`src/rtl/latency_pipe_sched_pkg.sv`:
```
// Shared types and helpers for the latency pipe sequencing controller.
// Holds the FSM state encoding, the latency-width rule and lane slicing.
package latency_pipe_sched_pkg;

  typedef enum logic [1:0] {
    IDLE  = 2'd0,
    CLR   = 2'd1,
    RUN   = 2'd2,
    DRAIN = 2'd3
  } state_e;

  // One bit is still needed for a single-stage bank.
  function automatic int lat_width(input int max_stage);
    return (max_stage > 1) ? $clog2(max_stage + 1) : 1;
  endfunction

  // LSB of lane 'lane' inside a packed cfg_lat / lat_o vector.
  function automatic int lane_lsb(input int lane, input int lat_w);
    return lane * lat_w;
  endfunction

endpackage

```
`src/rtl/latency_pipe_sched_tracker.sv`:
```
// Valid shift register mirroring the pipes, with one tap mux per lane.
// Tap 0 is the issue strobe itself, so zero-latency lanes are combinational.
module pipe_vld_tracker
  import latency_pipe_sched_pkg::*;
#(
  parameter int NUM_LANES      = 4,
  parameter int MAX_PIPE_STAGE = 4,
  parameter int LAT_W          = lat_width(MAX_PIPE_STAGE)
) (
  input  logic                       clk,
  input  logic                       rst_n,
  input  logic                       clr,
  input  logic                       in_vld,
  input  logic [NUM_LANES*LAT_W-1:0] lat,
  output logic [NUM_LANES-1:0]       lane_vld
);

  logic [MAX_PIPE_STAGE-1:0] trk_reg;
  logic [MAX_PIPE_STAGE:0]   tap;

  assign tap = {trk_reg, in_vld};

  always_ff @(posedge clk or negedge rst_n) begin
    if (!rst_n) begin
      trk_reg <= '0;
    end else if (clr) begin
      trk_reg <= '0;
    end else begin
      trk_reg <= tap[MAX_PIPE_STAGE-1:0];
    end
  end

  generate
    for (genvar gi = 0; gi < NUM_LANES; gi++) begin : g_lane
      logic [LAT_W-1:0] lane_lat;
      assign lane_lat     = lat[lane_lsb(gi, LAT_W) +: LAT_W];
      assign lane_vld[gi] = tap[lane_lat];
    end
  endgenerate

endmodule

```
`src/rtl/latency_pipe_sched.sv`:
```
// Sequencing controller for a bank of variable-latency pipes: config capture
// with clamping, drain-before-reconfigure FSM, issue gating and valid strobes.
module latency_pipe_sched
  import latency_pipe_sched_pkg::*;
#(
  parameter int  NUM_PIPES      = 4,
  parameter int  MAX_PIPE_STAGE = 4,
  localparam int LAT_W          = lat_width(MAX_PIPE_STAGE)
) (
  input  logic                       clk,
  input  logic                       rst_n,
  input  logic                       flush,
  input  logic                       cfg_valid,
  output logic                       cfg_ready,
  input  logic [NUM_PIPES*LAT_W-1:0] cfg_lat,
  output logic                       cfg_err,
  input  logic                       issue_valid,
  output logic                       issue_ready,
  output logic [NUM_PIPES*LAT_W-1:0] lat_o,
  output logic                       clr_o,
  output logic [NUM_PIPES-1:0]       lane_vld,
  output logic                       out_valid,
  output logic                       busy
);

  localparam logic [LAT_W-1:0] MAX_LAT = LAT_W'(MAX_PIPE_STAGE);

  state_e                     state_reg, state_next;
  logic [NUM_PIPES*LAT_W-1:0] lat_reg, lat_clamp;
  logic [NUM_PIPES-1:0]       clamp_hit;
  logic [LAT_W-1:0]           lat_max_reg, lat_max_next;
  logic [LAT_W-1:0]           inflight_reg, inflight_next;
  logic                       cfg_err_reg;
  logic                       cfg_fire, issue_fire;
  logic [NUM_PIPES:0]         tap_vld;

  assign cfg_ready  = (state_reg == IDLE) || ((state_reg == DRAIN) && (inflight_reg == '0));
  assign cfg_fire   = cfg_valid && cfg_ready && !flush;
  assign issue_fire = issue_valid && issue_ready;

  generate
    for (genvar gi = 0; gi < NUM_PIPES; gi++) begin : g_clamp
      logic [LAT_W-1:0] raw;
      assign raw           = cfg_lat[lane_lsb(gi, LAT_W) +: LAT_W];
      assign clamp_hit[gi] = (raw > MAX_LAT);
      assign lat_clamp[lane_lsb(gi, LAT_W) +: LAT_W] = clamp_hit[gi] ? MAX_LAT : raw;
    end
  endgenerate

  always_comb begin
    lat_max_next = '0;
    for (int i = 0; i < NUM_PIPES; i++) begin
      if (lat_clamp[i*LAT_W +: LAT_W] > lat_max_next) begin
        lat_max_next = lat_clamp[i*LAT_W +: LAT_W];
      end
    end
  end

  always_ff @(posedge clk or negedge rst_n) begin
    if (!rst_n) begin
      state_reg <= IDLE;
    end else begin
      state_reg <= state_next;
    end
  end

  always_comb begin
    state_next  = state_reg;
    issue_ready = (state_reg == RUN) && !cfg_valid;
    clr_o       = (state_reg == CLR) || flush;
    case (state_reg)
      IDLE:    if (cfg_fire) state_next = CLR;
      CLR:     state_next = RUN;
      RUN:     if (cfg_valid) state_next = DRAIN;
      DRAIN:   if (cfg_fire) state_next = CLR;
      default: state_next = IDLE;
    endcase
    if (flush) begin
      state_next = IDLE;
    end
  end

  // Latencies and error flag survive a flush; only a new handshake replaces them.
  always_ff @(posedge clk or negedge rst_n) begin
    if (!rst_n) begin
      lat_reg     <= '0;
      lat_max_reg <= '0;
      cfg_err_reg <= 1'b0;
    end else if (cfg_fire) begin
      lat_reg     <= lat_clamp;
      lat_max_reg <= lat_max_next;
      cfg_err_reg <= |clamp_hit;
    end
  end

  // Zero-latency banks never hold a token across a clock edge.
  always_comb begin
    inflight_next = inflight_reg;
    if (lat_max_reg != '0) begin
      if (issue_fire && !out_valid) begin
        inflight_next = inflight_reg + LAT_W'(1);
      end else if (!issue_fire && out_valid) begin
        inflight_next = inflight_reg - LAT_W'(1);
      end
    end
  end

  always_ff @(posedge clk or negedge rst_n) begin
    if (!rst_n) begin
      inflight_reg <= '0;
    end else if (clr_o) begin
      inflight_reg <= '0;
    end else begin
      inflight_reg <= inflight_next;
    end
  end

  // The extra top lane taps at lat_max and produces the aggregate strobe.
  pipe_vld_tracker #(
    .NUM_LANES      (NUM_PIPES + 1),
    .MAX_PIPE_STAGE (MAX_PIPE_STAGE),
    .LAT_W          (LAT_W)
  ) u_tracker (
    .clk      (clk),
    .rst_n    (rst_n),
    .clr      (clr_o),
    .in_vld   (issue_fire),
    .lat      ({lat_max_reg, lat_reg}),
    .lane_vld (tap_vld)
  );

  assign lane_vld  = tap_vld[NUM_PIPES-1:0];
  assign out_valid = tap_vld[NUM_PIPES];
  assign lat_o     = lat_reg;
  assign cfg_err   = cfg_err_reg;
  assign busy      = (state_reg != IDLE) || (inflight_reg != '0);

endmodule

```
`config.mk`:
```
export PLATFORM = sky130hd
export DESIGN_NAME = latency_pipe_sched
export DESIGN_NICKNAME = d
export VERILOG_FILES = /design/src/rtl/latency_pipe_sched_pkg.sv /design/src/rtl/latency_pipe_sched_tracker.sv /design/src/rtl/latency_pipe_sched.sv
export SDC_FILE = /design/constraint.sdc
export NUM_CORES = 1
export LEC_CHECK = 0
export CAP_MARGIN = 5
export CORE_ASPECT_RATIO = 0.8
export CORE_MARGIN = 4
export CORE_UTILIZATION = 51
export DETAILED_ROUTE_END_ITERATION = 10
export GPL_TIMING_DRIVEN = 1
export PLACE_DENSITY_LB_ADDON = 0.3
export SYNTH_ARGS = -nofsm -noshare
export SYNTH_HDL_FRONTEND = slang
export SYNTH_SLANG_ARGS = --single-unit
```
`constraint.sdc`:
```
create_clock -name clk -period 3 [get_ports clk]
set_input_delay 0.6 -clock clk [delete_from_list [all_inputs] [get_ports clk]]
set_output_delay 0.6 -clock clk [all_outputs]
set_load 0.1 [all_outputs]
```
# Word level (Yosys, flattened, before mapping)
# Index checks and enable logic that the tools add are counted.
# op_classes
addsub	2
magnitude_cmp	13
eq_ne	5
mux	27
reduce_logical	25
# op_table
cell	n
$mux W3	12
$lt A3 B4 Y1 const B	5
$bmux W1 S3	5
$gt A3 B3 Y1 const B	4
$gt A3 B3 Y1	3
$reduce_bool A3 Y1	3
$logic_and A1 B1 Y1	7
$mux W2	3
$pmux W2 S3	1
$mux W1	5
$eq A2 B2 Y1 const B	2
$logic_not A1 Y1	4
$mux W4	1
$reduce_and A2 Y1	2
$reduce_bool A2 Y1	2
$reduce_or A4 Y1	1
$add A3 B1 Y3 const B	1
$gt A3 B1 Y1 const B	1
$logic_not A3 Y1	1
$logic_or A1 B1 Y1	3
$ne A3 B1 Y1 const B	1
$ne A3 B3 Y1 const B	1
$sub A3 B1 Y3 const B	1
$eq A2 B1 Y1 const B	1
other kinds (2)	2
# totals
register_bits	25
word_cells	78

# Longest topological paths before layout
# Gate-level depths: netlist of run 1.
# depth
word_depth	10
depth_mapped	18
depth_no_buf	18

# By module
# From an unflattened synthesis of run 1, not the netlist that was laid out.
# unflattened
cells_unflattened	197
area_unflattened_um2	1798.0
# by_module_without_submodules
module	n_inst	cells_each	area_per_inst_um2	seq_area_each_um2
latency_pipe_sched	1	159	1391.3	525.5
pipe_vld_tracker	1	38	406.6	100.1

# Worst setup path after synthesis of run 1
# OpenSTA, ideal clock, no wires.
# synth_path
kind	register -> output
start	register state_reg[0]
end	output port lane_vld[0]
arrival_time_ps	4723
required_ps	2400
path_slack_ps	-2323
stages_incl_launch_ff	8
path_buffers	0
path_cell_list	dfrtp_1 -> inv_1 -> ha_1 -> nor2b_1 -> and2_1 -> mux4_2 -> inv_1 -> o21ai_0
# synth_between
elab_chain_len	5
# synth_rtl
element	line	rtl
start: declaration	latency_pipe_sched.sv:28	state_e state_reg, state_next;
start signal: assignment	latency_pipe_sched.sv:63	state_reg <= state_next;
$eq A2 B2 Y1	latency_pipe_sched.sv:69	issue_ready = (state_reg == RUN) && !cfg_valid;
$logic_and A1 B1 Y1	latency_pipe_sched.sv:69	
via issue_ready	latency_pipe_sched.sv:18	output logic issue_ready,
$logic_and A1 B1 Y1	latency_pipe_sched.sv:39	assign issue_fire = issue_valid && issue_ready;
$bmux W1 S3	latency_pipe_sched_tracker.sv:37	assign lane_vld[gi] = tap[lane_lat];
$mux W1 (not written as such)	latency_pipe_sched_tracker.sv:37	
end: declaration	latency_pipe_sched.sv:21	output logic [NUM_PIPES-1:0] lane_vld,
# The timed path passes the listed nets, and every way through them passes these cells. The select of a mux whose other input is x is not followed.

# Worst setup path after layout of run 1
# layout_path
start	input port cfg_lat[2]
end	register lat_max_reg[0]
# layout_between
elab_chain_len	10
# layout_rtl
element	line	rtl
start: declaration	latency_pipe_sched.sv:15	input logic [NUM_PIPES*LAT_W-1:0] cfg_lat,
$gt A3 B3 Y1 (*)	latency_pipe_sched.sv:45	assign clamp_hit[gi] = (raw > MAX_LAT);
$mux W3 (*)	latency_pipe_sched.sv:46	assign lat_clamp[lane_lsb(gi, LAT_W) +: LAT_W] = clamp_hit[gi] ? MAX_LAT : raw;
via lat_clamp[0]	latency_pipe_sched.sv:29	logic [NUM_PIPES*LAT_W-1:0] lat_reg, lat_clamp;
$gt A3 B1 Y1	latency_pipe_sched.sv:53	if (lat_clamp[i*LAT_W +: LAT_W] > lat_max_next) begin
$mux W3 (*)	latency_pipe_sched.sv:53	
$gt A3 B3 Y1	latency_pipe_sched.sv:53	
$mux W3 (*)	latency_pipe_sched.sv:53	
$gt A3 B3 Y1	latency_pipe_sched.sv:53	
$mux W3 (*)	latency_pipe_sched.sv:53	
$gt A3 B3 Y1	latency_pipe_sched.sv:53	
$mux W3 (*)	latency_pipe_sched.sv:53	
end signal: assignment	latency_pipe_sched.sv:91	lat_max_reg <= lat_max_next;
end: declaration	latency_pipe_sched.sv:31	logic [LAT_W-1:0] lat_max_reg, lat_max_next;
# The timed path passes the listed nets; every way through them passes the cells marked *.
# A chain may end at the register's enable or synchronous reset.

==> qor.txt, run 1 <==
outcome: finished, violations left
violated checks: negative setup slack
CTS tree: yes
post-synthesis mux area share: 7.27%
Worst Max-Slew Pin Slew: 0.448 ns
reg2reg path depth: 10
crit path capture type: flop
Reg2Reg Setup Slack: 0.51 ns
Final Skew: 0.00718 ns
Slowest cell on crit path: a32o_2
fin nets: 302
kind of critical path: in2reg
CTS clk-pin slew, worst paths: 0.10 ns
Max H-tree Level: 1
Area Overhead vs Synth: 53.7%
Fmax: 274 MHz
Synth area leader: dfrtp_1
largest net degree at the start of global routing: 27
CP Cell Sequence: buf_6, nand2b_4, inv_4, ha_4, nor2_4, a21boi_2, buf_4, o31ai_4, nand3_2, ha_2, nand3b_1, a32o_2, a21o_1, ha_4, nor2b_4, o21ai_2, a32oi_4, a31oi_1, o31a_1
Root Driver: clkbuf_8
Synth Area in XOR/XNOR: 0.979%
pwr/cell area: 1000 nW/µm²
Crit path max-delay family: compound AO/OA/AOI/OAI gates
synthesized cell area: 1790 µm²
Hold Vio Cnt, Final: 0
crit path max fanout: 6
Slew headroom: 70.1%
drt drc: 0
top-area cell type share of the netlist area: 35.0%
Vias/cell: 6.21
starting density of the core: 55.6%
die footprint: 4530 µm²
via count: 1932
critical path required time: 3.19 ns
Synth top cells by count: 29 x nand2_1, 25 x dfrtp_1, 19 x o21ai_0
Worst Setup SP: cfg_lat[2]
final instance area: 2750 µm²
Rows: 18
Total GRT Usage: 24.3%
Worst Path Buf+Inv: 3
Synth Area in Compound Gates: 20.7%
largest family of logic cells by synthesized area: simple AND/OR/NAND/NOR gates
register bit total from synthesis: 25
main area contributors after synthesis: dfrtp_1 35%, ha_1 8.4%, nand2_1 6.1%
nature of the critical path startpoint: input pin
# setup viols final: 3
chip height: 61.0 µm
Detailed Route Iter0 Violations: 191
dpl hpwl: 3890 µm
number of global-route vias before repair: 1761
min-delay worst type: reg2reg
Max Slew Vio Count: 0
simple-gate share of the synthesized area: 21.7%
number of enable flip-flop cells after synthesis: 0
initial antenna violation count: 0
biggest cell delay along the critical path: 0.32 ns
Clock Path Buffers: 2
min Tclk post-route: 3.65 ns
RSZ-0062 raised after global routing: true
1st-pass router iterations: 5
first-pass GRT wire length: 8330 µm
grt ovf: 0
share of layout cells above drive strength 1: 40.2%
number of buffers created by CTS: 3
synthesized instance count: 200
WP data arrival: 3.84 ns
post-route ant nets: 0
Tcrit/Tclk final: 122%
wire per inst: 19.8 µm
gpl congestion: 0.891
post-synthesis sequential area ratio: 35.0%
Maximum Capacitance Violations: 0
P_leak: 0.00128 µW
Net Count, Synth: 230
Core ar.: 3220 µm²
hold buffer count at CTS: 0
Post-DP Area: 2540 µm²
worst setup margin: -0.653 ns
Largest register FFs: 12
final core occ: 85.4%
Most Frequent Cell on Critical Path: ha_4
most frequent cell after synthesis: nand2_1
worst r2r src: state_reg[0]$_DFFE_PN0P_
fill count: 183
syn avg cell area: 8.95 µm²
PortBufs: 38
yosys warns: 0
Critical Path End: lat_max_reg[0]$_DFFE_PN0P_
Die W: 74.2 µm
# clock sinks: 25
FFs w/ async S/R, synth: 100%
ys flop type: dfrtp_1
Critical Path Stages: 19
diodes inserted: 0
reg2reg end: inflight_reg[2]$_DFFE_PN0P_
Peak VDD IR: 696 µV
Clk Latency, worst-skew pair: 0.29 ns
Adder-Cell Fraction of Synth Area: 9.51%
Distinct cells, synth: 43
Total Wirelength: 6150 µm
# IOs: 39
==> cell families after synthesis <==
logic type                 after synthesis
and+or+nand+nor                         77
AOI/OAI and AO/OA                       53
DFF                                     25
buffers and inverters                   23
adders and majority gates               13
muxes                                    7
xor gates and xnor gates                 2
==> worst min-delay path by stage <==
stage | slack (ns) | depth (start not counted) | to | startpoint
4_1_cts | 0.50 | 1 | cfg_err$_DFFE_PN0P_ | cfg_err$_DFFE_PN0P_
3_5_place_dp | 0.47 | 1 | cfg_err$_DFFE_PN0P_ | cfg_err$_DFFE_PN0P_
6_report | 0.50 | 1 | cfg_err$_DFFE_PN0P_ | cfg_err$_DFFE_PN0P_
5_1_grt | 0.54 | 1 | cfg_err$_DFFE_PN0P_ | cfg_err$_DFFE_PN0P_
2_1_floorplan | 0.30 | 0 | cfg_err$_DFFE_PN0P_ | rst_n
3_3_place_gp | 0.47 | 1 | cfg_err$_DFFE_PN0P_ | cfg_err$_DFFE_PN0P_
==> per-stage QoR <==
stage | instances | setup TNS, ns | setup slack, ns | total power, µW | hold slack [ns]
after floorplan | 200 | -1.54 | -0.488 | 1950 | 0.304
after global routing | 311 | -2.39 | -0.801 | 2870 | 0.535
final | 311 | -1.93 | -0.653 | 2760 | 0.496
after detailed placement | 302 | -3.64 | -1.23 | 2420 | 0.471
after CTS | 310 | -1.41 | -0.512 | 2650 | 0.496
after global placement | 302 | -3.30 | -1.11 | 2360 | 0.470
==> placed cells by master (no fill, tap or decap), drive strengths merged, types with 4 or more instances in the layout <==
master | Yosys | final
nand3 | 6 | 6
buf | 0 | 60
ha | 12 | 12
nor2b | 6 | 6
clkdlybuf4s50 | 0 | 10
a21oi | 11 | 11
o21ai | 19 | 19
dfrtp | 25 | 25
nand2 | 29 | 29
mux4 | 4 | 4
inv | 18 | 18
nor2 | 16 | 16
nand2b | 6 | 6
and2 | 5 | 5
==> cell type report <==
cell class / instances / area, µm² / area share, %
flip-flops and latches: 25 / 626 / 22.7
repair buffers: 72 / 662 / 24.1
inverters: 18 / 70.1 / 2.55
well taps: 40 / 50.0 / 1.82
clock inverters: 1 / 7.51 / 0.273
clock buffers: 3 / 41.3 / 1.50
multi-input cells: 152 / 1290 / 47.0
==> where the power goes <==
group / internal, µW / leakage (µW) / switching (µW)
Clock: 95.0 / 0.0000217 / 127
Sequential: 462 / 0.000323 / 171
Combinational: 532 / 0.000931 / 1370
Total: 1090 / 0.00128 / 1670
==> what timing repair did <==
action | in CTS | in global routing
pin swaps | 16 | 16
cloned | 0 | 0
setup buffers | 4 | 1
setup endpoints to repair | 3 | 3
gates resized for setup | 28 | 15
==> routing by layer <==
metal,global-route usage [%],vias to the layer above,wire [µm]
met1,33.3,927,2500
met4,6.85,0,213
li1,-,852,-
met2,40.4,126,2820
met3,3.64,27,617
met5,0,-,0
Note: power is estimated with default switching activity, not from simulation.
==> run 2, diff against run 1 <==
Settings changed: ABC_AREA set to 1.
==> run 2 against run 1 <==
The run still ends with negative setup slack left. Clock skew down 0.00069 ns. Die area rose by 3.2%. Global-route usage is 0.16 points lower. Synthesized cell count increased by 23%. Critical path depth increased by 4. Setup slack gained 0.23 ns. Register-to-register slack improved by 0.10 ns. Design area grew 6.7%. Non-clock buffer count is 9 higher. Critical path type unchanged. Sequential power down 3.5%.
==> qor.txt, run 2 <==
top-area cell type share of the netlist area: 33.7% (was 35.0%)
Area Overhead vs Synth: 58.2% (was 53.7%)
critical path required time: 3.21 ns (was 3.19 ns)
crit path capture type: flop (unchanged)
min-delay worst type: reg2reg (unchanged)
Max H-tree Level: 1 (unchanged)
Net Count, Synth: 276 (was 230)
fill count: 212 (was 183)
initial antenna violation count: 0 (unchanged)
Detailed Route Iter0 Violations: 226 (was 191)
1st-pass router iterations: 4 (was 5)
drt drc: 0 (unchanged)
hold slack: 0.505 ns (was 0.496 ns)
CTS tree: yes (unchanged)
die footprint: 4670 µm² (was 4530 µm²)
post-synthesis sequential area ratio: 33.7% (was 35.0%)
Maximum Capacitance Violations: 0 (unchanged)
CTS clk-pin slew, worst paths: 0.09 ns (was 0.10 ns)
# setup viols final: 3 (unchanged)
# clock sinks: 25 (unchanged)
syn avg cell area: 7.54 µm² (was 8.95 µm²)
total power: 3200 µW (was 2760 µW)
Max Slew Vio Count: 0 (unchanged)
outcome: finished, violations left (unchanged)
P_leak: 0.00143 µW (was 0.00128 µW)
Slew headroom: 68.8% (was 70.1%)
gpl congestion: 0.875 (was 0.891)
min Tclk post-route: 3.42 ns (was 3.65 ns)
Largest register FFs: 12 (unchanged)
number of global-route vias before repair: 1833 (was 1761)
Fmax: 292 MHz (was 274 MHz)
nature of the critical path startpoint: input pin (unchanged)
Most Frequent Cell on Critical Path: nor2_4 (was ha_4)
Rows: 19 (was 18)
crit path max fanout: 3 (was 6)
ys flop type: dfrtp_1 (unchanged)
first-pass GRT wire length: 8500 µm (was 8330 µm)
WP data arrival: 3.63 ns (was 3.84 ns)
most frequent cell after synthesis: inv_1 (was nand2_1)
Total Wirelength: 6310 µm (was 6150 µm)
post-route ant nets: 0 (unchanged)
most common cell after layout, fill and taps aside: buf_4 (unchanged)
violated checks: negative setup slack (unchanged)
dpl hpwl: 3780 µm (was 3890 µm)
commonest cells after routing, fill and taps aside: 57 x buf_4, 36 x inv_1, 27 x nand2_1 (was 49 x buf_4, 29 x nand2_1, 25 x dfrtp_1)
via count: 2023 (was 1932)
grt ovf: 0 (unchanged)
synthesized instance count: 246 (was 200)
hold buffer count at CTS: 0 (unchanged)
Die W: 75.4 µm (was 74.2 µm)
FFs w/ async S/R, synth: 100% (unchanged)
diodes inserted: 0 (unchanged)
Setup Total Neg Slack: -1.16 ns (was -1.93 ns)
Vias/cell: 5.50 (was 6.21)
PortBufs: 38 (unchanged)
final instance area: 2930 µm² (was 2750 µm²)
largest net degree at the start of global routing: 26 (was 27)
synthesized cell area: 1850 µm² (was 1790 µm²)
Post-DP Area: 2550 µm² (was 2540 µm²)
main area contributors after synthesis: dfrtp_1 34%, inv_1 8.3%, ha_1 8.1% (was dfrtp_1 35%, ha_1 8.4%, nand2_1 6.1%)
RSZ-0062 raised after global routing: true (unchanged)
number of buffers created by CTS: 3 (unchanged)
Worst Max-Slew Pin Slew: 0.467 ns (was 0.448 ns)
Clk Latency, worst-skew pair: 0.28 ns (was 0.29 ns)
biggest cell delay along the critical path: 0.32 ns (about the same)
Tcrit/Tclk final: 114% (was 122%)
number of enable flip-flop cells after synthesis: 0 (unchanged)
CP Cell Sequence: buf_6, nor2_4, nor2_4, nor2_4, inv_2, ha_4, nand4_1, buf_4, nand3_4, nand2_2, ha_2, nand3_1, nand2_4, inv_4, o21ai_4, nand2_2, ha_4, buf_4, nand3_2, nand2_4, buf_6, nand3_2, a21oi_2 (was buf_6, nand2b_4, inv_4, ha_4, nor2_4, a21boi_2, buf_4, o31ai_4, nand3_2, ha_2, nand3b_1, a32o_2, a21o_1, ha_4, nor2b_4, o21ai_2, a32oi_4, a31oi_1, o31a_1)
# IOs: 39 (unchanged)
Synth top cells by count: 41 x inv_1, 38 x nand2_1, 25 x dfrtp_1 (was 29 x nand2_1, 25 x dfrtp_1, 19 x o21ai_0)
Synth area leader: dfrtp_1 (unchanged)
Peak VDD IR: 1040 µV (was 696 µV)
Root Driver: clkbuf_8 (unchanged)
kind of critical path: in2reg (unchanged)
worst setup margin: -0.419 ns (was -0.653 ns)
share of layout cells above drive strength 1: 46.0% (was 40.2%)
Hold Vio Cnt, Final: 0 (unchanged)
Final Skew: 0.00649 ns (was 0.00718 ns)
wire per inst: 17.1 µm (was 19.8 µm)
Core ar.: 3470 µm² (was 3220 µm²)
pwr/cell area: 1090 nW/µm² (was 1000 nW/µm²)
Clock Path Buffers: 2 (unchanged)
starting density of the core: 53.4% (was 55.6%)
register bit total from synthesis: 25 (unchanged)
chip height: 61.9 µm (was 61.0 µm)
Distinct cells, synth: 33 (was 43)
fin nets: 357 (was 302)
Total GRT Usage: 24.1% (was 24.3%)
yosys warns: 0 (unchanged)
Slowest cell on crit path: ha_2 (was a32o_2)
==> run 2: cell types whose count changed in the layout (fill, tap and decap cells not counted), moves of 4 or more <==
cell / change
a21oi_1: +8
and2_4: +4
buf_4: +8
inv_1: +19
inv_2: +9
mux4_2: -4
nand2_2: +12
nand2_4: +9
nand3_2: +4
nand4_1: +4
nor2_4: +8
o22ai_1: +4
==> run 2: final timing paths <==
kind,from,endpoint,slack (ns),cells after the start
max in group asynchronous,rst_n,lat_o[7]$_DFFE_PN0P_,2.05,2
min in group asynchronous,rst_n,lat_o[4]$_DFFE_PN0P_,0.69,2
setup / recovery,cfg_lat[4],lat_max_reg[1]$_DFFE_PN0P_,-0.42,23
hold / removal,inflight_reg[1]$_DFFE_PN0P_,inflight_reg[1]$_DFFE_PN0P_,0.50,2
hold reg to reg,inflight_reg[1]$_DFFE_PN0P_,inflight_reg[1]$_DFFE_PN0P_,0.50,2
setup reg to reg,state_reg[0]$_DFFE_PN0P_,inflight_reg[2]$_DFFE_PN0P_,0.61,15
==> run 2: layout make-up <==
class                   count  area [µm²]  area share (%)
clock buffers               3        41.3            1.41
well taps                  42        52.6            1.79
clock inverters             1        5.00           0.171
inverters                  48         185            6.31
multi-input cells         168        1310            44.5
flip-flops and latches     25         626            21.3
repair buffers             81         719            24.5
==> run 2: cells by family (layout without fill, tap and decap cells) <==
kind of cell / count (synthesis) / in the layout / share of synthesized area [%]
AOI/OAI and AO/OA: 56 / 56 / 17.9
DFF: 25 / 25 / 33.7
xor gates and xnor gates: 2 / 2 / 0.945
buffers and inverters: 53 / 133 / 11.3
and+or+nand+nor: 97 / 97 / 26.9
adders and majority gates: 13 / 13 / 9.18
==> run 2: where the power goes <==
| part | switching, µW | internal, µW |
|---|---|---|
| combinational | 1680 | 701 |
| clock | 114 | 93.5 |
| sequential | 149 | 462 |
==> run 2: routing by layer <==
| metal | up-vias | track usage [%] | wire (µm) |
|---|---|---|---|
| met1 | 953 | 32.1 | 2510 |
| met3 | 23 | 4.98 | 469 |
| met2 | 92 | 39.5 | 3140 |
| met4 | 0 | 7.98 | 189 |
| li1 | 955 | - | - |
| met5 | - | 0 | 0 |
==> run 2: worst max-delay path: cells and delay by family <==
kind,cells,cell delay (ns)
adder cells (fa/ha/maj),3,0.86
buffers and inverters,6,0.65
AO/OA/AOI/OAI,2,0.23
AND/OR/NAND/NOR,12,1.27
==> run 2: repair_timing <==
action                                  CTS  global route
endpoints found under the setup margin    3             3
pin swaps                                22            29
setup buffers                            10             6
gates resized for setup                  37            41
==> run 2: through the flow <==
step                      util, %  worst slack (ns)  cells
after floorplan                 -            -0.249    246
after global placement       73.4            -0.851    348
after detailed placement     73.4            -0.979    348
after CTS                    78.2            -0.239    362
after global routing         84.5            -0.545    368
final                        84.5            -0.419    368
